**src/rtl/prog_loader_pkg.sv**
```systemverilog
// Shared constants and state encoding for the boot-stage program loader.
package prog_loader_pkg;
    localparam int          ADDR_W_DEF   = 8;
    localparam int          DATA_W_DEF   = 8;
    localparam logic [7:0]  HDR_BYTE_DEF = 8'hA5;
    localparam int          MAX_LEN      = (1 << ADDR_W_DEF) - 1;

    typedef enum logic [2:0] {
        IDLE = 3'd0,
        LEN  = 3'd1,
        DATA = 3'd2,
        CHK  = 3'd3,
        DONE = 3'd4,
        ERR  = 3'd5
    } state_e;
endpackage

```
**src/rtl/prog_loader_if.sv**
```systemverilog
// Byte-stream input, instruction-memory write port and status outputs of the loader.
interface prog_loader_if #(
    parameter int ADDR_W = 8,
    parameter int DATA_W = 8
);
    logic              in_valid;
    logic [DATA_W-1:0] in_data;
    logic              in_ready;
    logic [ADDR_W-1:0] mem_addr;
    logic [DATA_W-1:0] mem_data;
    logic              mem_we;
    logic              cpu_run;
    logic              load_done;
    logic              load_err;
    logic [ADDR_W-1:0] byte_count;

    modport master (
        output in_valid, in_data,
        input  in_ready, mem_addr, mem_data, mem_we,
        input  cpu_run, load_done, load_err, byte_count
    );

    modport slave (
        input  in_valid, in_data,
        output in_ready, mem_addr, mem_data, mem_we,
        output cpu_run, load_done, load_err, byte_count
    );
endinterface

```
**src/rtl/prog_loader_csum.sv**
```systemverilog
// Modular running-sum accumulator with a combinational compare against an expected value.
module prog_loader_csum #(
    parameter int W = 8
) (
    input  logic         clk,
    input  logic         rst,
    input  logic         clr_i,
    input  logic         en_i,
    input  logic [W-1:0] data_i,
    input  logic [W-1:0] cmp_i,
    output logic         match_o
);
    logic [W-1:0] sum_q;

    always_ff @(posedge clk) begin
        if (rst || clr_i) sum_q <= '0;
        else if (en_i)    sum_q <= sum_q + data_i;
    end

    assign match_o = (sum_q == cmp_i);
endmodule

```
**src/rtl/prog_loader.sv**
```systemverilog
// Frame parser: header, length, payload written to imem from address 0, then checksum.
// A matching checksum releases the CPU; the loader then stops accepting bytes until reset.
module prog_loader
    import prog_loader_pkg::*;
#(
    parameter int                ADDR_W   = ADDR_W_DEF,
    parameter int                DATA_W   = DATA_W_DEF,
    parameter logic [DATA_W-1:0] HDR_BYTE = HDR_BYTE_DEF
) (
    input logic           clk,
    input logic           rst,
    prog_loader_if.slave  bus
);
    state_e            state_q;
    logic [ADDR_W-1:0] rem_q, byte_count_q, mem_addr_q;
    logic [DATA_W-1:0] mem_data_q;
    logic              in_ready_q, mem_we_q, cpu_run_q, load_done_q, load_err_q;
    logic              xfer, is_hdr, sum_ok;

    assign xfer   = bus.in_valid && in_ready_q;
    assign is_hdr = (bus.in_data == HDR_BYTE);

    prog_loader_csum #(.W(DATA_W)) u_csum (
        .clk     (clk),
        .rst     (rst),
        .clr_i   (xfer && is_hdr && (state_q == IDLE || state_q == ERR)),
        .en_i    (xfer && state_q == DATA),
        .data_i  (bus.in_data),
        .cmp_i   (bus.in_data),
        .match_o (sum_ok)
    );

    always_ff @(posedge clk) begin
        if (rst) begin
            state_q      <= IDLE;
            rem_q        <= '0;
            byte_count_q <= '0;
            mem_addr_q   <= '0;
            mem_data_q   <= '0;
            mem_we_q     <= 1'b0;
            in_ready_q   <= 1'b1;
            cpu_run_q    <= 1'b0;
            load_done_q  <= 1'b0;
            load_err_q   <= 1'b0;
        end else begin
            mem_we_q <= 1'b0;
            case (state_q)
                // Header bytes inside the payload never reach this branch,
                // so they are treated as data.
                IDLE, ERR: if (xfer && is_hdr) begin
                    state_q      <= LEN;
                    load_err_q   <= 1'b0;
                    byte_count_q <= '0;
                end
                LEN: if (xfer) begin
                    rem_q <= ADDR_W'(bus.in_data);
                    if (bus.in_data == '0) begin
                        state_q    <= ERR;
                        load_err_q <= 1'b1;
                    end else begin
                        state_q <= DATA;
                    end
                end
                DATA: if (xfer) begin
                    mem_addr_q   <= byte_count_q;
                    mem_data_q   <= bus.in_data;
                    mem_we_q     <= 1'b1;
                    byte_count_q <= byte_count_q + 1'b1;
                    rem_q        <= rem_q - 1'b1;
                    if (rem_q == ADDR_W'(1)) state_q <= CHK;
                end
                CHK: if (xfer) begin
                    if (sum_ok) begin
                        state_q     <= DONE;
                        load_done_q <= 1'b1;
                        cpu_run_q   <= 1'b1;
                        in_ready_q  <= 1'b0;
                    end else begin
                        state_q    <= ERR;
                        load_err_q <= 1'b1;
                    end
                end
                DONE: ;
                default: state_q <= IDLE;
            endcase
        end
    end

    assign bus.in_ready   = in_ready_q;
    assign bus.mem_addr   = mem_addr_q;
    assign bus.mem_data   = mem_data_q;
    assign bus.mem_we     = mem_we_q;
    assign bus.cpu_run    = cpu_run_q;
    assign bus.load_done  = load_done_q;
    assign bus.load_err   = load_err_q;
    assign bus.byte_count = byte_count_q;
endmodule

```
**src/flat_wrapper.sv**
```systemverilog
// flat-port wrapper written by rule: the top's interface ports become plain ports
module prog_loader_flat import prog_loader_pkg::*;
#(
    parameter int                ADDR_W   = ADDR_W_DEF,
    parameter int                DATA_W   = DATA_W_DEF,
    parameter logic [DATA_W-1:0] HDR_BYTE = HDR_BYTE_DEF
)
  (clk, rst, bus_in_valid, bus_in_data, bus_in_ready, bus_mem_addr, bus_mem_data, bus_mem_we, bus_cpu_run, bus_load_done, bus_load_err, bus_byte_count);
  prog_loader_if #(.ADDR_W(ADDR_W), .DATA_W(DATA_W)) bus_i ();
  input logic clk;
  input logic rst;
  input wire logic [$bits(bus_i.in_valid)-1:0] bus_in_valid;
  input wire logic [$bits(bus_i.in_data)-1:0] bus_in_data;
  output wire logic [$bits(bus_i.in_ready)-1:0] bus_in_ready;
  output wire logic [$bits(bus_i.mem_addr)-1:0] bus_mem_addr;
  output wire logic [$bits(bus_i.mem_data)-1:0] bus_mem_data;
  output wire logic [$bits(bus_i.mem_we)-1:0] bus_mem_we;
  output wire logic [$bits(bus_i.cpu_run)-1:0] bus_cpu_run;
  output wire logic [$bits(bus_i.load_done)-1:0] bus_load_done;
  output wire logic [$bits(bus_i.load_err)-1:0] bus_load_err;
  output wire logic [$bits(bus_i.byte_count)-1:0] bus_byte_count;
  assign bus_i.in_valid = bus_in_valid;
  assign bus_i.in_data = bus_in_data;
  assign bus_in_ready = bus_i.in_ready;
  assign bus_mem_addr = bus_i.mem_addr;
  assign bus_mem_data = bus_i.mem_data;
  assign bus_mem_we = bus_i.mem_we;
  assign bus_cpu_run = bus_i.cpu_run;
  assign bus_load_done = bus_i.load_done;
  assign bus_load_err = bus_i.load_err;
  assign bus_byte_count = bus_i.byte_count;
  prog_loader #(.ADDR_W(ADDR_W), .DATA_W(DATA_W), .HDR_BYTE(HDR_BYTE)) u_core (.clk(clk), .rst(rst), .bus(bus_i));
endmodule
```
**config.mk**
```make
export PLATFORM = sky130hd
export DESIGN_NAME = prog_loader_flat
export DESIGN_NICKNAME = d
export VERILOG_FILES = /design/src/rtl/prog_loader_pkg.sv /design/src/rtl/prog_loader_if.sv /design/src/rtl/prog_loader_csum.sv /design/src/rtl/prog_loader.sv /design/src/flat_wrapper.sv
export SDC_FILE = /design/constraint.sdc
export NUM_CORES = 1
export LEC_CHECK = 0
export BUFFER_PORTS_ARGS = -buffer_cell sky130_fd_sc_hd__buf_2
export CAP_MARGIN = 20
export CORE_UTILIZATION = 45
export DETAILED_ROUTE_END_ITERATION = 7
export HOLD_SLACK_MARGIN = 0.05
export PLACE_DENSITY = 0.61
export SETUP_SLACK_MARGIN = 0.2
export SLEW_MARGIN = 40
export SYNTH_ARGS = -nofsm -noshare
export SYNTH_HDL_FRONTEND = slang
export SYNTH_HIERARCHICAL = 1
export SYNTH_SLANG_ARGS = --single-unit
```
**constraint.sdc**
```tcl
create_clock -name clk -period 2.7 [get_ports clk]
set_input_delay 0.135 -clock clk [delete_from_list [all_inputs] [get_ports clk]]
set_output_delay 0.135 -clock clk [all_outputs]
set_load 0.05 [all_outputs]
```
### Word-level counts from Yosys, hierarchy flattened

Cells that the tools add are included.

| operators by class | value |
|---|---|
| equality and inequality tests | 15 |
| add/subtract/negate cells | 3 |
| multiplexer cells | 21 |
| bitwise logic cells | 2 |
| reductions and logical operators | 19 |

Operator list:

| kind | number |
|---|---|
| $mux 8 | 4 |
| $pmux 8 s2 | 2 |
| $mux 3 | 6 |
| $pmux 3 s5 | 1 |
| $reduce_and 6->1 | 2 |
| $ne 2x1->1 const B | 5 |
| $reduce_and 3->1 | 3 |
| $add 8x1->8 const B | 1 |
| $add 8x8->8 | 1 |
| $eq 8x1->1 const B | 1 |
| $eq 8x8->1 | 1 |
| $eq 8x8->1 const B | 1 |
| $logic_not 8->1 | 1 |
| $sub 8x1->8 const B | 1 |
| $mux 1 | 7 |
| $eq 3x2->1 const B | 2 |
| $eq 3x3->1 const B | 2 |
| $logic_and 1x1->1 | 4 |
| $ne 2x2->1 const B | 2 |
| $reduce_bool 2->1 | 2 |
| $reduce_or 2->1 | 2 |
| $eq 3x1->1 const B | 1 |
| $logic_not 3->1 | 1 |
| $pmux 1 s3 | 1 |
| 4 further kinds | 6 |

| word-level totals | value |
|---|---|
| flip-flop bits (word level) | 47 |
| logic and storage cells | 70 |
| bits of input ports | 11 |
| output and inout port bits | 29 |

### Longest topological paths before layout

| depth | value |
|---|---|
| word-level depth | 4 |
| mapped depth | 11 |
| depth with buffers taken out | 8 |

### Modules after synthesis

Netlist, hierarchy kept.

Modules (own cells, without submodules):

| module | times used | sequential area each (µm²) | area each (µm²) | cells an instance |
|---|---|---|---|---|
| prog_loader | 1 | 780.7 | 2,031.9 | 251 |
| prog_loader_csum | 1 | 160.2 | 703.2 | 82 |

### Least setup slack after synthesis

OpenSTA, ideal clock, no wires.

| timing path | value |
|---|---|
| path kind | reg-to-reg |
| from | register u_core.in_ready_q (netlist: u_core/bus.in_ready) |
| to | register u_core.u_csum.sum_q[7] |
| clock period less this slack | 2.463 ns |
| path buffers | 3 |
| cell stages (with the launch flop) | 11 |
| required time | 2.642 ns |
| setup slack | 0.237 ns |
| data arrival time | 2.405 ns |
| library setup time | 0.058 ns |
| path through | dfxtp_1 -> and2_1 -> clkbuf_1 -> nand2_2 -> inv_2 -> buf_2 -> buf_2 -> nand3b_1 -> mux2_4 -> a211o_1 -> nand2_1 |

| on the way | value |
|---|---|
| word-level cells in the longest chain between the ends | 4 |
| elaborated cells on any way between the ends | 5 |
| classes of those cells | reduce/logical: 5 |

RTL lines:

| what | RTL line | RTL |
|---|---|---|
| start, declared | prog_loader.sv:17 | `logic in_ready_q, mem_we_q, cpu_run_q, load_done_q, load_err_q;` |
| start signal, assigned | prog_loader.sv:41 | `in_ready_q <= 1'b1;` |
| start signal, assigned | prog_loader.sv:77 | `in_ready_q <= 1'b0;` |
| $logic_and 1x1->1 (*) | prog_loader.sv:20 | `assign xfer = bus.in_valid && in_ready_q;` |
| $logic_and 1x1->1 (2 in a row) | prog_loader.sv:26 | `.clr_i (xfer && is_hdr && (state_q == IDLE \|\| state_q == ERR)),` |
| $logic_or 1x1->1 | prog_loader_csum.sv:16 | `if (rst \|\| clr_i) sum_q <= '0;` |
| end signal, assigned | prog_loader_csum.sv:17 | `else if (en_i) sum_q <= sum_q + data_i;` |
| end, declared | prog_loader_csum.sv:13 | `logic [W-1:0] sum_q;` |

Every way passes the cells marked *; elsewhere a longest branch is shown, timed or not.
A chain may end at the register's enable or synchronous reset.

### Worst setup path in the final report

| timing path | value |
|---|---|
| from | register u_core.state_q[2] |
| to | register u_core.u_csum.sum_q[6] |

| on the way | value |
|---|---|
| word-level cells in the longest chain between the ends | 4 |
| elaborated cells on any way between the ends | 7 |
| classes of those cells | eq/ne: 2; reduce/logical: 5 |

RTL lines:

| what | RTL line | RTL |
|---|---|---|
| start, declared | prog_loader.sv:14 | `state_e state_q;` |
| start signal, assigned | prog_loader.sv:35 | `state_q <= IDLE;` |
| start signal, assigned | prog_loader.sv:51 | `state_q <= LEN;` |
| start signal, assigned | prog_loader.sv:58 | `state_q <= ERR;` |
| $eq 3x3->1 or $logic_not 3->1 (tied branches) | prog_loader.sv:26 |  |
| $logic_or 1x1->1 | prog_loader.sv:26 |  |
| $logic_and 1x1->1 | prog_loader.sv:26 |  |
| $logic_or 1x1->1 | prog_loader_csum.sv:16 |  |

Several ways; a longest one is shown, not always the timed one.

==> results.py <==
metrics = {
    "setup_path": {
        "cp_max_fo": 18,
        "worstPathArrival_ns": 2.41,
        "start_kind": "flip-flop",
        "crit_path_end_kind": "flip-flop",
        "path_class": "flip-flop to flip-flop",
        "crit_required_ns": 2.89,
    },
    "placement": {
        "dpl_worst_slack_ns": 0.502,
        "gp_congestion": 0.889,
        "place_hpwl_um": 4890,
        "port_buffers": 39,
    },
    "floorplan": {
        "std_cell_rows": 28,
        "die_y_um": 80.0,
        "die_w_um": 80.0,
        "ios": 40,
        "die_area_mm2": 0.00639,
        "initial_core_util": 0.465,
        "core-area_mm2": 0.00589,
    },
    "sta": {
        "report.final.setup_viol": 0,
        "slew_headroom": 0.576,
        "rsz0062_at_grt": "no",
        "hold_viol_final": 0,
        "finalWorstPathRequiredPeriod_ns": 2.22,
        "skew_ns": 0.00947,
        "slew_viol_final": 0,
        "fin_crit_sh": 0.821,
        "fin_setup_tns_ns": 0,
        "tightest_slew_ns": 0.637,
        "worst_slack_ns": 0.482,
        "timing.fmax_mhz": 451,
    },
    "route": {
        "dr.pass1.iters": 4,
        "viasPerCell": 5.64,
        "drt_iter0_markers": 178,
        "drc": 0,
        "wl_per_cell_um": 15.5,
        "drt_wl_total_um": 6840,
        "num_vias": 2491,
        "ant_nets": 0,
    },
    "cts": {
        "cts_resized": 0,
        "post_cts_buffers": 0,
        "insertion_delay_ns": 0.31,
        "htreeDepth": 2,
        "numCtsBuffers": 5,
        "clk_path_buf_depth": 2,
        "path_clk_slew_ns": 0.10,
        "cts_tree": "done",
        "postCtsHoldBufs": 0,
        "cts.sinks": 47,
        "cts_root_buf": "clkbuf_8",
    },
    "power": {
        "p_leak_nw": 1.16,
        "report.power.total_mw": 1.55,
        "max-vdd-ir-drop_mv": 0.214,
        "power_per_cell_area_mw_per_mm2": 503,
    },
    "global_routing": {
        "grt-ovfl-total": 0,
        "track_usage": 0.230,
        "antenna_found_initial": 0,
        "grt_pass1_wl_um": 11400,
        "grt_max_degree": 34,
        "grt_pass1_vias": 2285,
    },
    "cells_and_area": {
        "diodes": 0,
        "syn_to_final_growth_pct": 12.9,
        "final_nets": 388,
        "nFillCells": 598,
        "drive_above_1_share": 0.193,
    },
    "logic_synthesis": {
        "netlist-cell-type-count": 68,
        "synth_ff_type": "dfxtp_1",
        "async_flop_share": 0,
        "syn_area_mm2": 0.00274,
        "synthCells": 333,
        "yosysSeqAreaShare": 0.344,
        "syn_area_per_cell_um2": 8.21,
        "synth_nets": 355,
        "ys_ff_latch": 47,
        "synth_edf_count": 0,
        "yosys_warnings": 6,
    },
    "job": {
        "maxCapViolCount": 0,
    },
    "outcome": {
        "outcome": "finished, final reports clean",
    },
    "min_path": {
        "hold_class": "primary input to flip-flop",
    },
}
synthesized netlist by cell type, drive strengths merged (8+ instances only):
master | instances | area [um^2]
dfxtp | 47 | 941
nand2 | 53 | 201
clkbuf | 8 | 30.0
ha | 10 | 125
inv | 10 | 37.5
o21ai | 11 | 55.1
nor3 | 12 | 70.1
nand4 | 12 | 75.1
xnor2 | 11 | 96.3
nand2b | 8 | 60.1
mux2i | 9 | 90.1
nor2 | 19 | 71.3
nand3 | 9 | 45.0
buf | 10 | 60.1
a21oi | 37 | 185
worst paths after layout:
check                    startpoint                      to  slack, ns  depth (start not counted)
max               u_core/state_q[2]  u_core/u_csum/sum_q[6]       0.48                          6
min reg2reg  u_core/bus.mem_addr[4]  u_core/bus.mem_addr[4]       0.46                          2
max reg2reg       u_core/state_q[2]  u_core/u_csum/sum_q[6]       0.48                          6
min                  bus_in_data[5]  u_core/bus.mem_data[5]       0.14                          3
worst max-delay path: stages (launching register included):
cell and delay, ns:
dfxtp_1 0.73, xor2_1 0.18, nor4_1 0.46, or2_1 0.37
nor3_1 0.10, a31oi_1 0.15, o211ai_1 0.10
layout by cell type (no fill, tap or decap), drive strengths merged, types with 2 or more instances in the layout:
| cell | synthesis | final |
|---|---|---|
| or3 | 3 | 3 |
| o211ai | 5 | 5 |
| nor3 | 12 | 12 |
| or4 | 3 | 3 |
| mux2i | 9 | 9 |
| a21oi | 37 | 37 |
| a21o | 3 | 3 |
| mux2 | 2 | 2 |
| nand3 | 9 | 9 |
| ha | 10 | 10 |
| nor4 | 4 | 4 |
| clkbuf | 8 | 5 |
| nand2 | 53 | 53 |
| a211oi | 6 | 6 |
| nand2b | 8 | 8 |
| nor2b | 3 | 3 |
| inv | 10 | 11 |
| xnor2 | 11 | 11 |
| nand3b | 2 | 2 |
| nand4 | 12 | 12 |
| dfxtp | 47 | 47 |
| a211o | 3 | 3 |
| nor3b | 3 | 3 |
| buf | 10 | 44 |
| or2 | 2 | 2 |
| o21ai | 11 | 11 |
| nor2 | 19 | 19 |
| and2 | 2 | 2 |
where the power goes:
part           total, mW  internal (mW)  switching [mW]
clock              0.543          0.281           0.262
sequential         0.747          0.715          0.0323
combinational      0.264         0.0979           0.167
total               1.55           1.09           0.461
routing by layer:
metal / global-route usage / wire (um) / vias up
li1: - / - / 1267
met1: 0.321 / 3370 / 1157
met2: 0.362 / 3090 / 59
met3: 0.0411 / 298 / 8
met4: 0.0625 / 76 / 0
met5: 0 / 0 / -
cell type report:
class | count | area, um^2 | share of cell area
Timing Repair Buffer | 44 | 233 | 0.0754
Multi-Input combinational cell | 258 | 1670 | 0.540
Clock buffer | 5 | 68.8 | 0.0223
Clock inverter | 3 | 47.5 | 0.0154
Sequential cell | 47 | 941 | 0.305
Tap cell | 75 | 93.8 | 0.0304
Inverter | 10 | 37.5 | 0.0122
state kept, by name, summed over array words and instances (netlist names):
register               cells
u_core/state_q             3
u_core/bus.byte_count      8
u_core/bus.in_ready        1
u_core/bus.load_done       1
u_core/bus.load_err        1
u_core/bus.mem_we          1
u_core/rem_q               8
u_core/u_csum/sum_q        8
u_core/bus.mem_addr        8
u_core/bus.mem_data        8
logic make-up (layout without fill, tap and decap cells):
family | count (synthesis) | after routing | synth area share
AND/OR/NAND/NOR | 142 | 142 | 0.278
XOR/XNOR | 12 | 12 | 0.0384
flip-flops | 47 | 47 | 0.344
adder cells (fa/ha/maj) | 11 | 11 | 0.0531
buffers and inverters | 28 | 62 | 0.0467
multiplexers | 11 | 11 | 0.0425
AO/OA/AOI/OAI | 82 | 82 | 0.197
through the flow:
| step | utilization | cell area, um^2 | hold WS (ns) | cells |
|---|---|---|---|---|
| floorplan | - | 2740 | 0.271 | 333 |
| global placement | 0.505 | 2970 | 0.440 | 434 |
| detailed placement | 0.505 | 2970 | 0.444 | 434 |
| CTS | 0.525 | 3090 | 0.139 | 442 |
| global route | 0.525 | 3090 | 0.163 | 442 |
| finish | 0.525 | 3090 | 0.143 | 442 |
Power figures use the tool's default switching activity.
